## config.mk

```make
export PLATFORM = sky130hd
export DESIGN_NAME = memory_stage
export DESIGN_NICKNAME = d
export VERILOG_FILES = /design/src/rtl/memory_stage.sv
export SDC_FILE = /design/constraint.sdc
export NUM_CORES = 1
export LEC_CHECK = 0
export BUFFER_PORTS_ARGS = -buffer_cell sky130_fd_sc_hd__buf_2
export CORE_AREA = 2 2 135 137
export CTS_CLUSTER_DIAMETER = 100
export DETAILED_ROUTE_END_ITERATION = 8
export DIE_AREA = 0 0 137 139
export REMOVE_ABC_BUFFERS = 1
export SLEW_MARGIN = 20
export SYNTH_ARGS = -nofsm -noshare
export SYNTH_HDL_FRONTEND = slang
export SYNTH_SLANG_ARGS = --single-unit
```

## constraint.sdc

```tcl
create_clock -name clk -period 3.65 [get_ports clk]
set_clock_uncertainty 0.1 [all_clocks]
set_input_delay 1.095 -clock clk [delete_from_list [all_inputs] [get_ports clk]]
set_output_delay 1.095 -clock clk [all_outputs]
set_load 0.05 [all_outputs]
```

## src/rtl/memory_stage.sv

```systemverilog
// memory_stage: load/store alignment and write-back stage behind the execute ALU.
// Optional MEM_MISALIGN_TRAP_EN turns misaligned halfword/word accesses into faults.
module memory_stage (
  input  logic        clk,
  input  logic        rst_n,
  input  logic        valid_in,
  output logic        ready_out,
  input  logic [7:0]  alu_operation,
  input  logic [31:0] alu_result,
  input  logic [31:0] store_data,
  input  logic [4:0]  rd_in,
  output logic        mem_req,
  output logic        mem_we,
  output logic [31:0] mem_addr,
  output logic [3:0]  mem_wstrb,
  output logic [31:0] mem_wdata,
  input  logic        mem_ack,
  input  logic [31:0] mem_rdata,
  output logic        wb_valid,
  output logic        wb_we,
  output logic [4:0]  wb_rd,
  output logic [31:0] wb_data,
  output logic        misaligned
);
  localparam logic [7:0] ALU_OPERATIONS_LB  = 8'h10;
  localparam logic [7:0] ALU_OPERATIONS_LH  = 8'h11;
  localparam logic [7:0] ALU_OPERATIONS_LW  = 8'h12;
  localparam logic [7:0] ALU_OPERATIONS_LBU = 8'h13;
  localparam logic [7:0] ALU_OPERATIONS_LHU = 8'h14;
  localparam logic [7:0] ALU_OPERATIONS_SB  = 8'h18;
  localparam logic [7:0] ALU_OPERATIONS_SH  = 8'h19;
  localparam logic [7:0] ALU_OPERATIONS_SW  = 8'h1A;
  typedef enum logic [1:0] {IDLE, ACCESS, RESP} state_t;
  state_t state, state_nx;
  logic [7:0] op;
  logic [1:0] off;
  logic accept, is_load, is_store, is_mem, bad;
  logic [3:0] strb;
  logic [31:0] wdata, ld_data;
  logic [7:0] lbyte;
  logic [15:0] lhalf;
  assign ready_out = state == IDLE;
  assign accept = valid_in && ready_out;
  assign is_load = alu_operation inside {ALU_OPERATIONS_LB, ALU_OPERATIONS_LH, ALU_OPERATIONS_LW,
                                         ALU_OPERATIONS_LBU, ALU_OPERATIONS_LHU};
  assign is_store = alu_operation inside {ALU_OPERATIONS_SB, ALU_OPERATIONS_SH, ALU_OPERATIONS_SW};
  assign is_mem = is_load || is_store;
`ifdef MEM_MISALIGN_TRAP_EN
  assign bad = (alu_operation inside {ALU_OPERATIONS_LH, ALU_OPERATIONS_LHU, ALU_OPERATIONS_SH} && alu_result[0]) ||
               (alu_operation inside {ALU_OPERATIONS_LW, ALU_OPERATIONS_SW} && |alu_result[1:0]);
`else
  assign bad = 1'b0;
`endif
  always_comb begin
    state_nx = state == IDLE   ? (accept && is_mem ? (bad ? RESP : ACCESS) : IDLE) :
               state == ACCESS ? (mem_ack ? RESP : ACCESS) : IDLE;
    strb = alu_operation == ALU_OPERATIONS_SB ? 4'b0001 << alu_result[1:0] :
           alu_operation == ALU_OPERATIONS_SH ? (alu_result[1] ? 4'b1100 : 4'b0011) :
           alu_operation == ALU_OPERATIONS_SW ? 4'b1111 : 4'b0000;
    wdata = alu_operation == ALU_OPERATIONS_SB ? {4{store_data[7:0]}} :
            alu_operation == ALU_OPERATIONS_SH ? {2{store_data[15:0]}} : store_data;
    lbyte = mem_rdata[8*off +: 8];
    lhalf = off[1] ? mem_rdata[31:16] : mem_rdata[15:0];
    ld_data = op == ALU_OPERATIONS_LB  ? {{24{lbyte[7]}}, lbyte} :
              op == ALU_OPERATIONS_LBU ? {24'h0, lbyte} :
              op == ALU_OPERATIONS_LH  ? {{16{lhalf[15]}}, lhalf} :
              op == ALU_OPERATIONS_LHU ? {16'h0, lhalf} : mem_rdata;
  end
  always_ff @(posedge clk or negedge rst_n)
    if (!rst_n) state <= IDLE;
    else state <= state_nx;
  always_ff @(posedge clk or negedge rst_n) begin
    if (!rst_n) begin
      op <= '0;
      off <= '0;
      mem_req <= 1'b0;
      mem_we <= 1'b0;
      mem_addr <= '0;
      mem_wstrb <= '0;
      mem_wdata <= '0;
      wb_valid <= 1'b0;
      wb_we <= 1'b0;
      wb_rd <= '0;
      wb_data <= '0;
      misaligned <= 1'b0;
    end else begin
      wb_valid <= 1'b0;
      if (accept && !is_mem) begin
        wb_valid <= 1'b1;
        wb_we <= |rd_in;
        wb_rd <= rd_in;
        wb_data <= alu_result;
        misaligned <= 1'b0;
      end else if (accept) begin
        op <= alu_operation;
        off <= alu_result[1:0];
        wb_rd <= rd_in;
        wb_we <= 1'b0;
        mem_addr <= {alu_result[31:2], 2'b00};
        mem_we <= is_store;
        mem_wstrb <= strb;
        mem_wdata <= wdata;
        // a trapped access skips memory and reports the faulting address
        mem_req <= !bad;
        wb_valid <= bad;
        misaligned <= bad;
        if (bad) wb_data <= alu_result;
      end else if (state == ACCESS && mem_ack) begin
        mem_req <= 1'b0;
        wb_valid <= 1'b1;
        wb_we <= !mem_we && |wb_rd;
        if (!mem_we) wb_data <= ld_data;
      end
    end
  end
endmodule

```

### After elaboration in Yosys (flattened, before gate mapping)

Index checks and enable logic that the tools add are counted.

| storage, ports and cells | value |
|---|---|
| output and inout bits | 111 |
| memories | 0 |
| bits in latches | 0 |
| memory bits (read-only) | 0 |
| RAM bits | 0 |
| register bits after elaboration | 120 |
| input bits | 113 |

| cells by class | value |
|---|---|
| multipliers | 0 |
| shifts and indexed selects | 2 |
| muxes and demuxes | 31 |
| div/mod/pow operators | 0 |
| equal/unequal tests | 15 |
| $add $sub $neg | 0 |
| reductions and logical operators | 20 |
| magnitude comparators | 0 |
| bitwise operators | 1 |

Operators with widths:

| kind | count |
|---|---|
| 32-bit two-way mux | 10 |
| 8-bit by 5-bit equality test with 1-bit output (second input constant) | 12 |
| 32-bit by 6-bit variable part select with 8-bit output | 1 |
| 16-bit two-way mux | 1 |
| 4-bit two-way mux | 4 |
| 1-bit two-way mux | 11 |
| 5-bit two-way mux | 2 |
| 5-bit OR reduction | 2 |
| 2-bit two-way mux | 3 |
| 2-bit nonzero test | 3 |
| 3-bit nonzero test | 2 |
| 1-bit logical AND | 5 |
| 5-bit nonzero test | 1 |
| 2-bit by 1-bit inequality test with 1-bit output (second input constant) | 2 |
| 2-bit AND reduction | 2 |
| 1-bit by 2-bit << shifter with 4-bit output (first input constant) | 1 |
| 3-bit AND reduction | 1 |
| 2-bit by 1-bit equality test with 1-bit output (second input constant) | 1 |
| 1-bit zero test | 2 |
| 2-bit zero test | 1 |
| 1-bit logical OR | 1 |
| 1-bit NOT | 1 |

### Logic depth before layout (Yosys ltp)

| depth | value |
|---|---|
| word-level depth | 9 |
| mapped depth | 8 |
| gate-level depth less buffers | 5 |

### Least setup slack after synthesis

OpenSTA, ideal clock, no wires.

| path | value |
|---|---|
| path type | in2reg |
| start | input port alu_operation[5] |
| end | register mem_wdata[26] |
| data required time | 3415 ps |
| stages on the path | 6 |
| data arrival time | 2334 ps |
| path buffers | 1 |
| slack | 1082 ps |
| path through | nor4b_2 > nand2_1 > nor2_4 > buf_4 > mux2i_1 > o21ai_0 |

| on the way | value |
|---|---|
| word-level cells in the longest chain between the ends | 7 |
| elaborated cells between the ends (all ways) | 17 |
| those cells by class | eq/ne (8); mux (2); bitwise (1); reduce/logical (6) |

RTL lines:

| item | RTL line | text |
|---|---|---|
| start: declaration | 8 | `input logic [7:0] alu_operation,` |
| 8-bit by 5-bit equality test with 1-bit output (on tied branches) | -- |  |
| 5-bit nonzero test / 3-bit nonzero test (equally long branches) | 44, 46 |  |
| 1-bit logical OR | 47 | `assign is_mem = is_load \|\| is_store;` |
| 1-bit zero test | 88 | `if (accept && !is_mem) begin` |
| 1-bit logical AND | 88 |  |
| 1-bit NOT (no source line) | -- |  |
| 2-bit AND reduction (no source line) | -- |  |
| end signal: assignment | 102 | `mem_wdata <= wdata;` |
| end: declaration | 16 | `output logic [31:0] mem_wdata,` |

Parallel ways exist; a longest one is shown, timed or not.
A chain may end at the register's enable or synchronous reset.

### Worst setup path after layout

| path | value |
|---|---|
| start | input port alu_operation[1] |
| end | register wb_data[4] |

| on the way | value |
|---|---|
| word-level cells in the longest chain between the ends | 7 |
| elaborated cells between the ends (all ways) | 18 |
| those cells by class | eq/ne (10); mux (1); reduce/logical (7) |

RTL lines:

| item | RTL line | text |
|---|---|---|
| 8-bit by 5-bit equality test with 1-bit output (on tied branches) | 44, 46 |  |
| 5-bit nonzero test / 3-bit nonzero test (equally long branches) | 44, 46 |  |
| 1-bit logical OR (*) | 47 |  |
| 1-bit zero test (*) | 88 |  |
| 1-bit logical AND (*) | 88 |  |
| 2-bit by 1-bit inequality test with 1-bit output (no source line) / 2-bit nonzero test (equally long branches) | -- |  |
| 3-bit AND reduction (no source line) | -- |  |
| end signal: assignment | 92 | `wb_data <= alu_result;` |
| end signal: assignment | 107 | `if (bad) wb_data <= alu_result;` |
| end signal: assignment | 112 | `if (!mem_we) wb_data <= ld_data;` |
| end: declaration | 22 | `output logic [31:0] wb_data,` |

Every way passes the cells marked *; elsewhere a longest branch is shown, timed or not.

==> results.cfg <==
[power]
sequentialPowerShare = 0.332
p_switching_w = 0.00192
power_frac_clock = 0.362
p_leak_nw = 4.10
power_density_nw_per_um2 = 635
fin_total_pwr_w = 0.00509
intPower_w = 0.00317
ir_drop_mv = 0.348
swShare = 0.377
combPwrFrac = 0.306

[sta]
period_share = 0.733
rsz0062_at_grt = no
setup_ws_ns = 0.974
fmax_ghz = 0.374
max-slew-margin-rel = 0.440
setup_violations = 0
hold_viol = 0
maxSlewViolCount = 0
tightest_slew_ns = 0.837
fin_crit_ns = 2.68

[clocking]
cts_tree = built
hold_buffers = 0
cts_setup_buffers = 0
clk_latency_ns = 0.41
clock-sinks = 119
clockBufferDepth = 2
ctsResizeCount = 0
cts_buffers = 17
clk_pin_slew_ns = 0.06
cts_root_buf = clkbuf_16
cts_htree_levels = 4

[floorplanning]
die_area_um2 = 19000
start_util = 0.342
num_rows = 49
die_h_um = 139
dieWidth_um = 137
coreArea_um2 = 17700
ios = 224

[synth]
synth_area_leaders = dfrtp_1, nand2_1, o21ai_0
postSynth.asyncResetShare = 1.00
synthesis.area_um2 = 6030
synth-main-ff-cell = dfrtp_1
yosysWarnings = 0
synth.avg_cell_area_um2 = 9.24
ys_ff_latch = 119
synth_top_area_share = 0.494
synth_cells = 653
synth.yosys.seq_area_share = 0.494
yosysTopAreaCell = dfrtp_1
yosysMostFrequentCell = nand2_1
synth_common_cells = nand2_1, dfrtp_1, o21ai_0, clkbuf_1, nor2_1
synth_edf_count = 0
synthDistinctLibCells = 50

[global_route]
grt_start_max_net_pins = 71
met3_usage = 0.0651
grtUsageTotal = 0.208
met1_usage = 0.280
grt_pass1_wl_um = 30900
busiest_layer = met2
overflow = 0
grt_pass1_vias = 5569
grt_antenna_before_repair = 1
grtUsageMet2 = 0.325

[setup_path]
crit_path_end_kind = register
crit_type = input pin to register
path_max_fanout = 18
crit_path_start_kind = input pin
timing.critical_path.arrival_ns = 2.90
crit_required_ns = 3.88

[place]
dpl.hpwl_um = 13800
pre_cts_ws_ns = 0.555
dpl_cell_area_um2 = 7370
routabilityCongestion = 0.781
io_buffers = 220

[worst_hold_path]
min_path_type = register to register

[final_layout]
regArea_um2 = 2980
drive_gt1_frac = 0.338
fillers = 1755
nNetsFinal = 971
syn_to_final_growth_pct = 32.9
multi_input_area_um2 = 2850
fin_area_um2 = 8020

[route]
drt_first_iter_violations = 314
wl_per_cell_um = 17.6
ant_nets = 0
wl_um = 19300
viasPerCell = 5.12
drt-pass1-iter-count = 4
drc = 0
vias = 5632

[run_status]
status = completed

[run]
maxCapViolations = 0
[sequential cells by signal (all words and copies together), names as in the netlist]
register / cells
op: 8
mem_wstrb: 4
off: 2
wb_we: 1
mem_addr: 30
wb_rd: 5
mem_req: 1
mem_we: 1
wb_data: 32
wb_valid: 1
mem_wdata: 32
state: 2
[layout by cell type, fill, tap and decap left out, types with 3 or more instances in the layout]
master / instances
o22ai_1: 8
o21ai_1: 5
clkbuf_16: 17
nand3_1: 19
a21boi_0: 16
inv_1: 3
clkbuf_8: 5
buf_2: 219
nor3_1: 4
conb_1: 3
and2_1: 4
nand2_1: 186
a221oi_1: 8
nor2_1: 23
dfrtp_1: 119
mux4_2: 8
buf_4: 12
o221ai_1: 8
a221o_1: 16
mux2_2: 8
a21oi_1: 13
mux2i_1: 25
o21ai_0: 77
and3_1: 16
bufinv_16: 4
buf_12: 3
[metal layers]
metal  routed length (µm)  share of wire  vias up
li1                     -              -     2702
met1                 8700           0.45     2707
met2                 8770           0.45      205
met3                 1620          0.084       18
met4                  214          0.011        0
met5                    0              0        -
[logic make-up after synthesis]
group                     count (synthesis)  share of synthesized area
AOI/OAI and AO/OA                       162                      0.173
muxes                                    41                     0.0863
DFF                                     119                      0.494
xor gates and xnor gates                  2                    0.00290
other                                     1                   0.000622
and+or+nand+nor                         274                      0.204
buffers and inverters                    54                     0.0396
[worst paths after layout]
| check | from | to | slack (ns) | cells past startpoint |
|---|---|---|---|---|
| worst max-delay path | alu_operation[1] | wb_data[4]$_DFFE_PN0P_ | 0.97 | 7 |
| worst min-delay path | mem_addr[4]$_DFFE_PN0P_ | mem_addr[4]$_DFFE_PN0P_ | 0.37 | 2 |
| worst max register to register | op[5]$_DFFE_PN0P_ | wb_data[21]$_DFFE_PN0P_ | 1.11 | 5 |
| worst min register to register | mem_addr[4]$_DFFE_PN0P_ | mem_addr[4]$_DFFE_PN0P_ | 0.37 | 2 |
| max in group asynchronous | rst_n | op[3]$_DFFE_PN0P_ | 2.05 | 2 |
| min in group asynchronous | rst_n | wb_data[30]$_DFFE_PN0P_ | 0.61 | 1 |
[power by group through the flow]
stage	sequential [W]	clock [W]	combinational, W
2_1_floorplan	0.00239	0	0.000412
3_3_place_gp	0.00171	0	0.00155
3_5_place_dp	0.00171	0	0.00157
4_1_cts	0.00169	0.00188	0.00157
5_1_grt	0.00172	0.00194	0.00167
6_report	0.00169	0.00184	0.00156
[per-stage QoR]
step	util	TNS (ns)	hold WS, ns	cells
floorplan	-	-0.472	0.417	605
global placement	0.417	0	0.353	1068
detailed placement	0.417	0	0.358	1068
CTS	0.454	0	0.372	1099
global route	0.454	0	0.390	1100
finish	0.454	0	0.369	1100
[cell type report]
cell class / instances / share of cell area
sequential: 119 / 0.371
multi-input combinational: 482 / 0.355
timing repair buffer: 234 / 0.155
clock buffer: 24 / 0.0626
tap: 229 / 0.0357
clock inverter: 7 / 0.0175
inverter: 4 / 0.00187
antenna: 1 / 0.000312
[critical path: stages]
cell and delay [ns]:
buf_2 0.19, a21oi_1 0.11, o211a_1 0.27, nor2_2 0.64, buf_4 0.36, a21oi_1 0.06, o22ai_1 0.16
Note: power is estimated with default switching activity, not from simulation.
